[src/rtl/i2c_simple_slave_pkg.sv]
// Shared definitions for the I2C target: state encoding and byte width.
`timescale 1ns/1ps
package i2c_simple_slave_pkg;

  localparam int unsigned BYTE_W = 8;

  typedef enum logic [2:0] {
    S_IDLE     = 3'd0,
    S_ADDR     = 3'd1,
    S_ADDR_ACK = 3'd2,
    S_RX       = 3'd3,
    S_RX_ACK   = 3'd4,
    S_TX       = 3'd5,
    S_TX_ACK   = 3'd6,
    S_IGNORE   = 3'd7
  } state_t;

  // States in which a START/STOP landing mid-byte is a protocol error.
  function automatic logic is_shift_state(input state_t s);
    return (s == S_ADDR) || (s == S_RX) || (s == S_TX);
  endfunction

endpackage

[src/rtl/i2c_line_sync.sv]
// Synchronizes raw SCL/SDA and derives SCL edges plus START/STOP conditions.
`timescale 1ns/1ps
module i2c_line_sync (
  input  logic clk,
  input  logic rst_n,
  input  logic scl_di,
  input  logic sda_di,
  output logic sda_s,
  output logic scl_rise,
  output logic scl_fall,
  output logic start_det,
  output logic stop_det
);

  logic [1:0] scl_sync_q, scl_sync_d;
  logic [1:0] sda_sync_q, sda_sync_d;
  logic       scl_prev_q, scl_prev_d;
  logic       sda_prev_q, sda_prev_d;
  logic       scl_s;

  // Next values of the synchronizer chains and the one-sample history.
  always_comb begin
    scl_sync_d = {scl_sync_q[0], scl_di};
    sda_sync_d = {sda_sync_q[0], sda_di};
    scl_prev_d = scl_sync_q[1];
    sda_prev_d = sda_sync_q[1];
  end

  // Idle bus is high, so everything resets to 1 to avoid phantom edges.
  always_ff @(posedge clk or negedge rst_n) begin
    if (!rst_n) begin
      scl_sync_q <= 2'b11;
      sda_sync_q <= 2'b11;
      scl_prev_q <= 1'b1;
      sda_prev_q <= 1'b1;
    end else begin
      scl_sync_q <= scl_sync_d;
      sda_sync_q <= sda_sync_d;
      scl_prev_q <= scl_prev_d;
      sda_prev_q <= sda_prev_d;
    end
  end

  assign scl_s     = scl_sync_q[1];
  assign sda_s     = sda_sync_q[1];
  assign scl_rise  = scl_s & ~scl_prev_q;
  assign scl_fall  = ~scl_s & scl_prev_q;
  assign start_det = scl_s & scl_prev_q & sda_prev_q & ~sda_s;
  assign stop_det  = scl_s & scl_prev_q & ~sda_prev_q & sda_s;

endmodule

[src/rtl/i2c_simple_slave.sv]
// Byte-level I2C target with a fixed 7-bit address; per-byte strobes to host logic.
`timescale 1ns/1ps
module i2c_simple_slave
  import i2c_simple_slave_pkg::*;
#(
  parameter logic [6:0] i2c_address = 7'h42
) (
  input  logic              clk,
  input  logic              rst_n,
  input  logic              scl_di,
  input  logic              sda_di,
  output logic              scl_ndo,
  output logic              sda_ndo,
  output logic [BYTE_W-1:0] i2c_data_rd,
  output logic              i2c_data_rd_valid_stb,
  input  logic [BYTE_W-1:0] i2c_data_wr,
  output logic              i2c_data_wr_finish_stb,
  output logic              i2c_error_stb
);

  logic sda_s, scl_rise, scl_fall, start_det, stop_det;

  i2c_line_sync u_line_sync (
    .clk       (clk),
    .rst_n     (rst_n),
    .scl_di    (scl_di),
    .sda_di    (sda_di),
    .sda_s     (sda_s),
    .scl_rise  (scl_rise),
    .scl_fall  (scl_fall),
    .start_det (start_det),
    .stop_det  (stop_det)
  );

  state_t            state, state_d;
  logic [2:0]        bit_cnt_q, bit_cnt_d;
  logic              rise_seen_q, rise_seen_d;
  logic [BYTE_W-1:0] shift_q, shift_d;
  logic              rw_q, rw_d;
  logic              mack_q, mack_d;
  logic              sda_q, sda_d;
  logic [BYTE_W-1:0] data_rd_q, data_rd_d;
  logic              rd_stb_q, rd_stb_d;
  logic              fin_stb_q, fin_stb_d;
  logic              err_q, err_d;

  // Protocol FSM; bits are counted on SCL falls that follow a rise, so the
  // fall right after START and the rise belonging to STOP are never counted.
  always_comb begin
    state_d     = state;
    bit_cnt_d   = bit_cnt_q;
    rise_seen_d = rise_seen_q;
    shift_d     = shift_q;
    rw_d        = rw_q;
    mack_d      = mack_q;
    sda_d       = sda_q;
    data_rd_d   = data_rd_q;
    rd_stb_d    = 1'b0;
    fin_stb_d   = 1'b0;
    err_d       = 1'b0;

    if (start_det || stop_det) begin
      err_d       = is_shift_state(state) && (bit_cnt_q != 3'd0);
      state_d     = start_det ? S_ADDR : S_IDLE;
      bit_cnt_d   = 3'd0;
      rise_seen_d = 1'b0;
      sda_d       = 1'b0;
    end else if (scl_rise) begin
      rise_seen_d = 1'b1;
      case (state)
        S_ADDR, S_RX: shift_d = {shift_q[BYTE_W-2:0], sda_s};
        S_TX_ACK:     mack_d  = sda_s;
        default:      shift_d = shift_q;
      endcase
    end else if (scl_fall && rise_seen_q) begin
      rise_seen_d = 1'b0;
      case (state)
        S_ADDR: begin
          if (bit_cnt_q == 3'd7) begin
            bit_cnt_d = 3'd0;
            rw_d      = shift_q[0];
            if (shift_q[BYTE_W-1:1] == i2c_address) begin
              state_d = S_ADDR_ACK;
              sda_d   = 1'b1;
            end else begin
              state_d = S_IGNORE;
              sda_d   = 1'b0;
            end
          end else begin
            bit_cnt_d = bit_cnt_q + 3'd1;
          end
        end
        S_ADDR_ACK: begin
          if (rw_q) begin
            shift_d = i2c_data_wr;
            sda_d   = i2c_data_wr[BYTE_W-1];
            state_d = S_TX;
          end else begin
            sda_d   = 1'b0;
            state_d = S_RX;
          end
        end
        S_RX: begin
          if (bit_cnt_q == 3'd7) begin
            bit_cnt_d = 3'd0;
            data_rd_d = shift_q;
            rd_stb_d  = 1'b1;
            sda_d     = 1'b1;
            state_d   = S_RX_ACK;
          end else begin
            bit_cnt_d = bit_cnt_q + 3'd1;
          end
        end
        S_RX_ACK: begin
          sda_d   = 1'b0;
          state_d = S_RX;
        end
        S_TX: begin
          if (bit_cnt_q == 3'd7) begin
            bit_cnt_d = 3'd0;
            sda_d     = 1'b0;
            state_d   = S_TX_ACK;
          end else begin
            bit_cnt_d = bit_cnt_q + 3'd1;
            shift_d   = {shift_q[BYTE_W-2:0], 1'b0};
            sda_d     = shift_q[BYTE_W-2];
          end
        end
        S_TX_ACK: begin
          fin_stb_d = 1'b1;
          if (!mack_q) begin
            shift_d = i2c_data_wr;
            sda_d   = i2c_data_wr[BYTE_W-1];
            state_d = S_TX;
          end else begin
            sda_d   = 1'b0;
            state_d = S_IGNORE;
          end
        end
        default: state_d = state;
      endcase
    end else begin
      rise_seen_d = rise_seen_q;
    end
  end

  // State and datapath registers.
  always_ff @(posedge clk or negedge rst_n) begin
    if (!rst_n) begin
      state       <= S_IDLE;
      bit_cnt_q   <= 3'd0;
      rise_seen_q <= 1'b0;
      shift_q     <= 8'h00;
      rw_q        <= 1'b0;
      mack_q      <= 1'b1;
      sda_q       <= 1'b0;
      data_rd_q   <= 8'h00;
      rd_stb_q    <= 1'b0;
      fin_stb_q   <= 1'b0;
      err_q       <= 1'b0;
    end else begin
      state       <= state_d;
      bit_cnt_q   <= bit_cnt_d;
      rise_seen_q <= rise_seen_d;
      shift_q     <= shift_d;
      rw_q        <= rw_d;
      mack_q      <= mack_d;
      sda_q       <= sda_d;
      data_rd_q   <= data_rd_d;
      rd_stb_q    <= rd_stb_d;
      fin_stb_q   <= fin_stb_d;
      err_q       <= err_d;
    end
  end

  assign scl_ndo                = 1'b0;
  assign sda_ndo                = sda_q;
  assign i2c_data_rd            = data_rd_q;
  assign i2c_data_rd_valid_stb  = rd_stb_q;
  assign i2c_data_wr_finish_stb = fin_stb_q;
  assign i2c_error_stb          = err_q;

endmodule

[config.mk]
export PLATFORM = sky130hd
export DESIGN_NAME = i2c_simple_slave
export DESIGN_NICKNAME = d
export VERILOG_FILES = /design/src/rtl/i2c_simple_slave_pkg.sv /design/src/rtl/i2c_line_sync.sv /design/src/rtl/i2c_simple_slave.sv
export SDC_FILE = /design/constraint.sdc
export NUM_CORES = 1
export LEC_CHECK = 0
export BUFFER_PORTS_ARGS = -buffer_cell sky130_fd_sc_hd__buf_4
export CAP_MARGIN = 30
export CORE_UTILIZATION = 25
export CTS_CLUSTER_DIAMETER = 150
export DETAILED_ROUTE_END_ITERATION = 8
export PLACE_DENSITY = 0.51
export SYNTH_ARGS = -nofsm -noshare
export SYNTH_HDL_FRONTEND = slang
export SYNTH_HIERARCHICAL = 1
export SYNTH_SLANG_ARGS = --single-unit
[constraint.sdc]
create_clock -name clk -period 3.5 [get_ports clk]
set_input_delay 0.35 -clock clk [delete_from_list [all_inputs] [get_ports clk]]
set_output_delay 0.35 -clock clk [all_outputs]
set_load 0.01 [all_outputs]
==> parameters.txt, run 1 <==
Parameter                              Value

Status
  Result of the run ... finished clean

Timing
  Final clock period utilization by the worst path ... 65.5%
  Post-route clock skew ... about 6.6 ps
  Hold Vio Cnt, Final ... 0
  Relative max-transition margin ... roughly three fifths
  RSZ-0062 raised after global routing ... false
  Endpoints failing setup ... 0
  Max Slew Vio Count ... 0
  Setup TNS ... 0 ps
  Final setup slack of the worst path ... roughly 1200 ps
  FMAX ... ~0.44 GHz
  Worst-margin pin slew ... roughly 620 ps
  Time the worst path needs with I/O delays and setup ... ~2300 ps

Logic synthesis
  Share of flip-flops with an asynchronous set or reset ... between 90% and 100%
  Primary FF master, synth ... sky130_fd_sc_hd__dfrtp_1
  Count of flip-flops with a built-in enable after synthesis ... 0
  Mapped Nets ... around 160
  Number of distinct library cells after synthesis ... 43
  Synthesized cell area ... ~1800 µm²
  Post-Syn Instances ... 148
  Number of synthesized register bits ... 35
  Portion of the post-synthesis area used by sequential elements ... 49.6%
  Leading area contributor after synthesis ... sky130_fd_sc_hd__dfrtp_1
  Synth top area share ... 39.3%
  Per-instance average area after synthesis ... 12.0 µm²
  Dominant cells by area after synthesis ... sky130_fd_sc_hd__dfrtp_1, sky130_fd_sc_hd__mux2_2, sky130_fd_sc_hd__dfstp_2, sky130_fd_sc_hd__mux2_4, sky130_fd_sc_hd__ha_1
  Yosys warning total ... 6

Power
  Final Total Pwr ... ~1.1 mW
  IR Drop Worst-Case VDD ... 195 µV
  Ratio of total power to cell area ... 540 nW/µm²
  Pleak ... 0.976 nW

Global routing
  Antenna violations before repair ... 0
  Wire length of the first global-routing pass ... slightly below 6 mm
  Number of global-route vias before repair ... 1169
  Largest net degree at the start of global routing ... 36
  Global-route congestion overflow total ... 0
  Combined global-route utilization of all metal layers ... 10.6%

Routing
  Average wire per cell in the routed design ... about 13 µm
  Met3 wire len ... approximately 210 µm
  Sum of routed wire segments on met1 ... roughly 1.6 mm
  Number of search-and-repair iterations in the first detailed-routing pass ... 4
  Initial detailed-routing violation count ... 62
  Average vias per placed instance ... about 4.4
  Total Wirelength ... 3.42 mm
  Met2 WL post-DR ... between 1.5 and 2 mm
  Count of antenna-violating nets left after detailed routing ... 0
  Top Layer Used ... met4
  Via Count ... between 1000 and 1500
  Residual DRC ... 0

Setup path
  Worst path slowest cell ... sky130_fd_sc_hd__or3_1
  CP max FO ... 9
  Worst Setup End Kind ... flip-flop
  Worst reg2reg startpoint ... u_line_sync/sda_sync_q[1]
  End of the worst register-to-register path ... i2c_data_rd[5]
  Largest stage delay on the critical path ... 610 ps
  Reg-to-reg setup timing slack ... about 1200 ps
  Worst setup SP type ... flip-flop
  Reg2Reg Depth ... 5
  Series of cell instances along the critical path ... and4b_1, nor2_2, nand4_1, or3_1, mux2_4
  Data required time of the critical path ... approximately 3700 ps
  Last element of the critical path ... i2c_data_rd[5]
  Crit path arrival time ... 2470 ps
  Critical path class ... flip-flop to flip-flop
  Crit path from ... u_line_sync/sda_sync_q[1]

Clock tree
  # Post-CTS Setup Buffers ... 0
  Worst-skew pair later-pin latency ... 290 ps
  TritonCTS clock tree ... yes
  Number of CTS-inserted buffers ... 5
  Clock-pin transition on the worst setup and hold timing paths ... about 80 ps
  CTS sink count ... 35
  CTS Hold Buffers Added ... 0
  Number of H-tree levels ... 2
  Total of cells resized after clock tree synthesis ... 0
  Maximum number of buffers from clock root to sink ... 2
  Clock root buffer ... sky130_fd_sc_hd__clkbuf_8

Worst hold path
  HP Class ... input pin to async pin

Place
  Number of port buffers ... 23
  HPWL reported at the end of detailed placement ... ~2.4 mm
  Pre-CTS setup slack ... approximately 1200 ps
  Weighted congestion reported at the end of routability-driven placement ... 0.746

Finish
  Nets ... 184
  Final Core Density ... a little under a third
  Layout-stage area growth over the synthesis result ... 18.5%
  Number of antenna diodes ... 0
  Layout cells sized above 1 ... 44.1%

Die
  Total Die Area ... 7470 µm²
  Count of standard-cell rows ... 30
  Top-level port count ... 25
  Die extent in x ... 86.5 µm
  Die height ... 86.5 µm
  Area of the core ... between 6000 and 7000 µm²
  Initial core utilization ... 26.1%

Run
  Number of max-capacitance violations reported ... 0
[worst min-delay path by stage]
stage           from                endpoint  slack, ps  depth (start not counted)
2_1_floorplan  rst_n            bit_cnt_q[0]         50                          0
3_3_place_gp   rst_n  i2c_data_wr_finish_stb        340                          1
3_5_place_dp   rst_n           i2c_error_stb        340                          1
4_1_cts        rst_n              shift_q[6]         20                          1
5_1_grt        rst_n              shift_q[6]         30                          1
6_report       rst_n                 sda_ndo          1                          1
[routing by layer]
metal / GRT usage (%) / up-vias
li1: - / 570
met4: 3.18 / 0
met1: 14.9 / 569
met5: 0 / -
met2: 14.9 / 26
met3: 4.00 / 4
[stage by stage]
stage / hold slack [ps] / instances / instance area (µm²)
after CTS: 15.1 / 266 / 2110
after detailed placement: 338 / 258 / 2010
final: 1.14 / 266 / 2110
after floorplan: 54.4 / 148 / 1780
after global placement: 336 / 258 / 2010
after global routing: 32.5 / 266 / 2110
[layout make-up]
cell class,count,area [µm²]
Clock inverter,2,16.3
Tap cell,96,120
Timing Repair Buffer,23,173
Sequential cell,35,885
Inverter,6,22.5
Fill cell,738,4720
Multi-Input combinational cell,98,815
Clock buffer,6,82.6
[state kept, by name (all words and copies together) (netlist names), 2 cells and up]
| register | cells |
|---|---|
| u_line_sync/scl_sync_q | 2 |
| state | 3 |
| bit_cnt_q | 3 |
| i2c_data_rd | 8 |
| shift_q | 8 |
| u_line_sync/sda_sync_q | 2 |
[worst max-delay path: cells and delay by family, from the launching register on]
family           cells  cell delay (ps)
flip-flops           1              560
multiplexers         1              390
AND/OR/NAND/NOR      4             1230
[cells in the mapped netlist, types with 2 or more instances]
library cell	count
sky130_fd_sc_hd__inv_1	6
sky130_fd_sc_hd__mux2i_1	3
sky130_fd_sc_hd__and3b_2	2
sky130_fd_sc_hd__a211oi_1	3
sky130_fd_sc_hd__nor3_1	4
sky130_fd_sc_hd__nor2b_1	6
sky130_fd_sc_hd__dfstp_2	7
sky130_fd_sc_hd__or2_2	3
sky130_fd_sc_hd__o21ai_0	3
sky130_fd_sc_hd__mux2_2	17
sky130_fd_sc_hd__nand4_1	2
sky130_fd_sc_hd__nand3b_1	2
sky130_fd_sc_hd__nand2_1	4
sky130_fd_sc_hd__buf_6	3
sky130_fd_sc_hd__nand3_1	3
sky130_fd_sc_hd__a311oi_1	2
sky130_fd_sc_hd__and3_2	2
sky130_fd_sc_hd__ha_1	3
sky130_fd_sc_hd__a21oi_1	3
sky130_fd_sc_hd__nor2_1	9
sky130_fd_sc_hd__dfrtp_1	28
sky130_fd_sc_hd__and4b_1	2
sky130_fd_sc_hd__mux2_4	8
sky130_fd_sc_hd__clkbuf_1	4
[where the power goes]
| part | leakage [nW] | switching, mW | internal, mW |
|---|---|---|---|
| clock | 0.0474 | 0.155 | 0.161 |
| sequential | 0.443 | 0.106 | 0.480 |
| combinational | 0.485 | 0.102 | 0.139 |
[placed cells by master, fill, tap and decap left out, types with 2 or more instances in the layout]
cell type	instances
sky130_fd_sc_hd__mux2i_1	3
sky130_fd_sc_hd__a21oi_1	3
sky130_fd_sc_hd__dfstp_2	7
sky130_fd_sc_hd__nand2_1	4
sky130_fd_sc_hd__nor2b_1	6
sky130_fd_sc_hd__ha_1	3
sky130_fd_sc_hd__buf_4	23
sky130_fd_sc_hd__mux2_2	17
sky130_fd_sc_hd__and4b_1	2
sky130_fd_sc_hd__nor2_1	9
sky130_fd_sc_hd__nand3b_1	2
sky130_fd_sc_hd__a311oi_1	2
sky130_fd_sc_hd__and3_2	2
sky130_fd_sc_hd__dfrtp_1	28
sky130_fd_sc_hd__and3b_2	2
sky130_fd_sc_hd__nand3_1	3
sky130_fd_sc_hd__nand4_1	2
sky130_fd_sc_hd__mux2_4	8
sky130_fd_sc_hd__or2_2	3
sky130_fd_sc_hd__clkbuf_8	6
sky130_fd_sc_hd__o21ai_0	3
sky130_fd_sc_hd__nor3_1	4
sky130_fd_sc_hd__inv_1	6
sky130_fd_sc_hd__a211oi_1	3
[cells by family (layout without fill, tap and decap cells)]
kind of cell / after synthesis / in the layout / share of synthesized area [%]
buffers and inverters: 15 / 37 / 4.70
and+or+nand+nor: 44 / 44 / 14.6
muxes: 28 / 28 / 19.2
AOI/OAI and AO/OA: 22 / 22 / 9.61
other: 1 / 1 / 0.210
adders and majority gates: 3 / 3 / 2.11
DFF: 35 / 35 / 49.6
Note: power is estimated with default switching activity, not from simulation.
==> run 2: changes to the inputs <==
Settings changed: ABC_AREA from default to 1.
Clock period 3.5 ns to 2.3 ns, I/O delays scaled along.
==> run 2 against run 1 <==
Non-clock buffer count increased by 1. Cell area increased by 7.9%. Worst hold slack better by 47 ps. Synthesized cell count is 59% higher. Critical endpoint is now i2c_data_rd[2]. Core utilization increased by 0.33 points. Synthesized area grew 6.8%. Clock skew hardly changed.
==> parameters.txt, run 2 <==
Parameter                              Value

Die
  Total Die Area ... 7970 µm²
  Initial core utilization ... a little over a quarter
  Die extent in x ... 89.3 µm
  Die height ... approximately 89 µm
  Top-level port count ... 25
  Area of the core ... 7290 µm²
  Count of standard-cell rows ... 31

Setup path
  Worst Setup End Kind ... flip-flop
  Worst setup SP type ... flip-flop
  Crit path arrival time ... between 2000 and 2500 ps
  Critical path class ... flip-flop to flip-flop
  Data required time of the critical path ... 2480 ps
  CP max FO ... 15

Clock tree
  TritonCTS clock tree ... yes
  Total of cells resized after clock tree synthesis ... 0
  CTS sink count ... 35
  # Post-CTS Setup Buffers ... 0
  Clock-pin transition on the worst setup and hold timing paths ... 70 ps
  Number of H-tree levels ... 2
  Worst-skew pair later-pin latency ... 280 ps
  Number of CTS-inserted buffers ... 5
  Maximum number of buffers from clock root to sink ... 2
  CTS Hold Buffers Added ... 1
  Clock root buffer ... sky130_fd_sc_hd__clkbuf_8

Routing
  Initial detailed-routing violation count ... between 80 and 90
  Count of antenna-violating nets left after detailed routing ... 0
  Residual DRC ... 0
  Number of search-and-repair iterations in the first detailed-routing pass ... 4
  Average vias per placed instance ... 4.11
  Average wire per cell in the routed design ... 10.3 µm
  Total Wirelength ... around 3.7 mm
  Via Count ... 1488

Logic synthesis
  Number of distinct library cells after synthesis ... 27
  Mapped Nets ... 251
  Synthesized cell area ... around 1900 µm²
  Dominant cells by area after synthesis ... sky130_fd_sc_hd__dfrtp_1, sky130_fd_sc_hd__nand2_1, sky130_fd_sc_hd__dfstp_2, sky130_fd_sc_hd__inv_1, sky130_fd_sc_hd__nand3_1
  Share of flip-flops with an asynchronous set or reset ... 100%
  Top cell types by occurrence after synthesis ... sky130_fd_sc_hd__nand2_1, sky130_fd_sc_hd__dfrtp_1, sky130_fd_sc_hd__inv_1, sky130_fd_sc_hd__nor2_1, sky130_fd_sc_hd__nand3_1
  Synth top area share ... 36.8%
  Portion of the post-synthesis area used by sequential elements ... 46.5%
  Primary FF master, synth ... sky130_fd_sc_hd__dfrtp_1
  Yosys warning total ... 6
  Most frequently used cell type in the post-synthesis netlist ... sky130_fd_sc_hd__nand2_1
  Number of synthesized register bits ... 35
  Per-instance average area after synthesis ... about 8.1 µm²
  Leading area contributor after synthesis ... sky130_fd_sc_hd__dfrtp_1
  Count of flip-flops with a built-in enable after synthesis ... 0
  Post-Syn Instances ... 236

Worst hold path
  HP Class ... input pin to flip-flop

Place
  Weighted congestion reported at the end of routability-driven placement ... 0.817
  HPWL reported at the end of detailed placement ... between 2 and 3 mm
  Number of port buffers ... 23

Power
  Final Total Pwr ... 2.31 mW
  Ratio of total power to cell area ... 1010 nW/µm²
  IR Drop Worst-Case VDD ... 254 µV
  Pleak ... about 1.2 nW

Finish
  Nets ... around 280
  Most frequent cells in the layout ... sky130_fd_sc_hd__nand2_1, sky130_fd_sc_hd__inv_1, sky130_fd_sc_hd__dfrtp_1
  Layout cells sized above 1 ... 26.2%
  Layout-stage area growth over the synthesis result ... 19.7%
  Commonest non-fill, non-tap cell in the layout ... sky130_fd_sc_hd__nand2_1
  Number of antenna diodes ... 0

Global routing
  Met1 capacity usage during global routing ... 14.5%
  Busiest layer in global routing ... met2
  Antenna violations before repair ... 0
  Largest net degree at the start of global routing ... 36
  GR Layer Usage met2 ... 16.9%
  Global-route congestion overflow total ... 0
  Global routing usage on met3 ... under 10%
  Wire length of the first global-routing pass ... approximately 6.5 mm
  Number of global-route vias before repair ... 1408
  Combined global-route utilization of all metal layers ... a little over a tenth

Timing
  Hold Vio Cnt, Final ... 0
  Max Slew Vio Count ... 0
  RSZ-0062 raised after global routing ... false
  Setup TNS ... 0 ps
  Post-route clock skew ... 6.19 ps
  Time the worst path needs with I/O delays and setup ... 1850 ps
  Worst hold slack after final layout ... 47.6 ps
  FMAX ... 0.540 GHz
  Endpoints failing setup ... 0
  Final clock period utilization by the worst path ... 80.6%

Run
  Number of max-capacitance violations reported ... 0

Status
  Result of the run ... finished clean
==> run 2: final timing paths <==
kind / from / endpoint / slack (ps) / cells after the start
setup / recovery: u_line_sync/scl_sync_q[1] / i2c_data_rd[2] / 450 / 9
hold / removal: scl_di / u_line_sync/scl_sync_q[0] / 50 / 1
setup reg to reg: u_line_sync/scl_sync_q[1] / i2c_data_rd[2] / 450 / 9
hold reg to reg: u_line_sync/sda_sync_q[0] / u_line_sync/sda_sync_q[1] / 360 / 0
max in group asynchronous: rst_n / u_line_sync/scl_sync_q[1] / 1510 / 2
min in group asynchronous: rst_n / i2c_data_rd[6] / 430 / 2
==> run 2: report_power, final <==
part | leakage [nW] | total (mW) | switching, mW | internal (mW)
clock | 0.0612 | 0.568 | 0.218 | 0.351
combinational | 0.689 | 0.820 | 0.536 | 0.284
sequential | 0.438 | 0.922 | 0.146 | 0.776
total | 1.19 | 2.31 | 0.900 | 1.41
==> run 2: through the flow <==
step / setup WS [ps] / instances / area, µm² / util (%)
floorplan: 705 / 236 / 1900 / -
detailed placement: 416 / 353 / 2150 / 29.5
global placement: 492 / 353 / 2150 / 29.5
finish: 447 / 362 / 2280 / 31.3
global route: 211 / 362 / 2280 / 31.3
CTS: 410 / 362 / 2280 / 31.3
==> run 2: kinds of logic (layout without fill, tap and decap cells) <==
family / count (synthesis) / after routing / synth area share [%]
and+or+nand+nor: 132 / 132 / 32.7
buffers and inverters: 37 / 64 / 8.87
DFF: 35 / 35 / 46.5
AOI/OAI and AO/OA: 28 / 28 / 9.86
adders and majority gates: 3 / 3 / 1.97
other: 1 / 1 / 0.197
==> run 2: layout make-up <==
cell class | instances | area (µm²)
inverters | 32 | 120
clock buffers | 6 | 82.6
well taps | 99 | 124
multi-input cells | 164 | 851
fillers | 814 | 5010
clock inverters | 2 | 35.0
repair buffers | 24 | 183
flip-flops and latches | 35 | 885
==> run 2: metal layers <==
| metal | share of wire [%] | up-vias | wire [µm] |
|---|---|---|---|
| met2 | 45 | 27 | 1670 |
| met1 | 50 | 667 | 1880 |
| met4 | 1.4 | 0 | 53 |
| met5 | 0 | - | 0 |
| met3 | 3.4 | 5 | 126 |
| li1 | - | 789 | - |
==> run 2: critical path, stage by stage, from the launching register on <==
cell,delay [ps]
sky130_fd_sc_hd__dfstp_2,550
sky130_fd_sc_hd__inv_1,40
sky130_fd_sc_hd__nor2_1,290
sky130_fd_sc_hd__inv_2,150
sky130_fd_sc_hd__nand2_1,140
sky130_fd_sc_hd__inv_1,70
sky130_fd_sc_hd__nand2_2,260
sky130_fd_sc_hd__inv_1,120
sky130_fd_sc_hd__nand2_1,70
sky130_fd_sc_hd__nand2_1,50
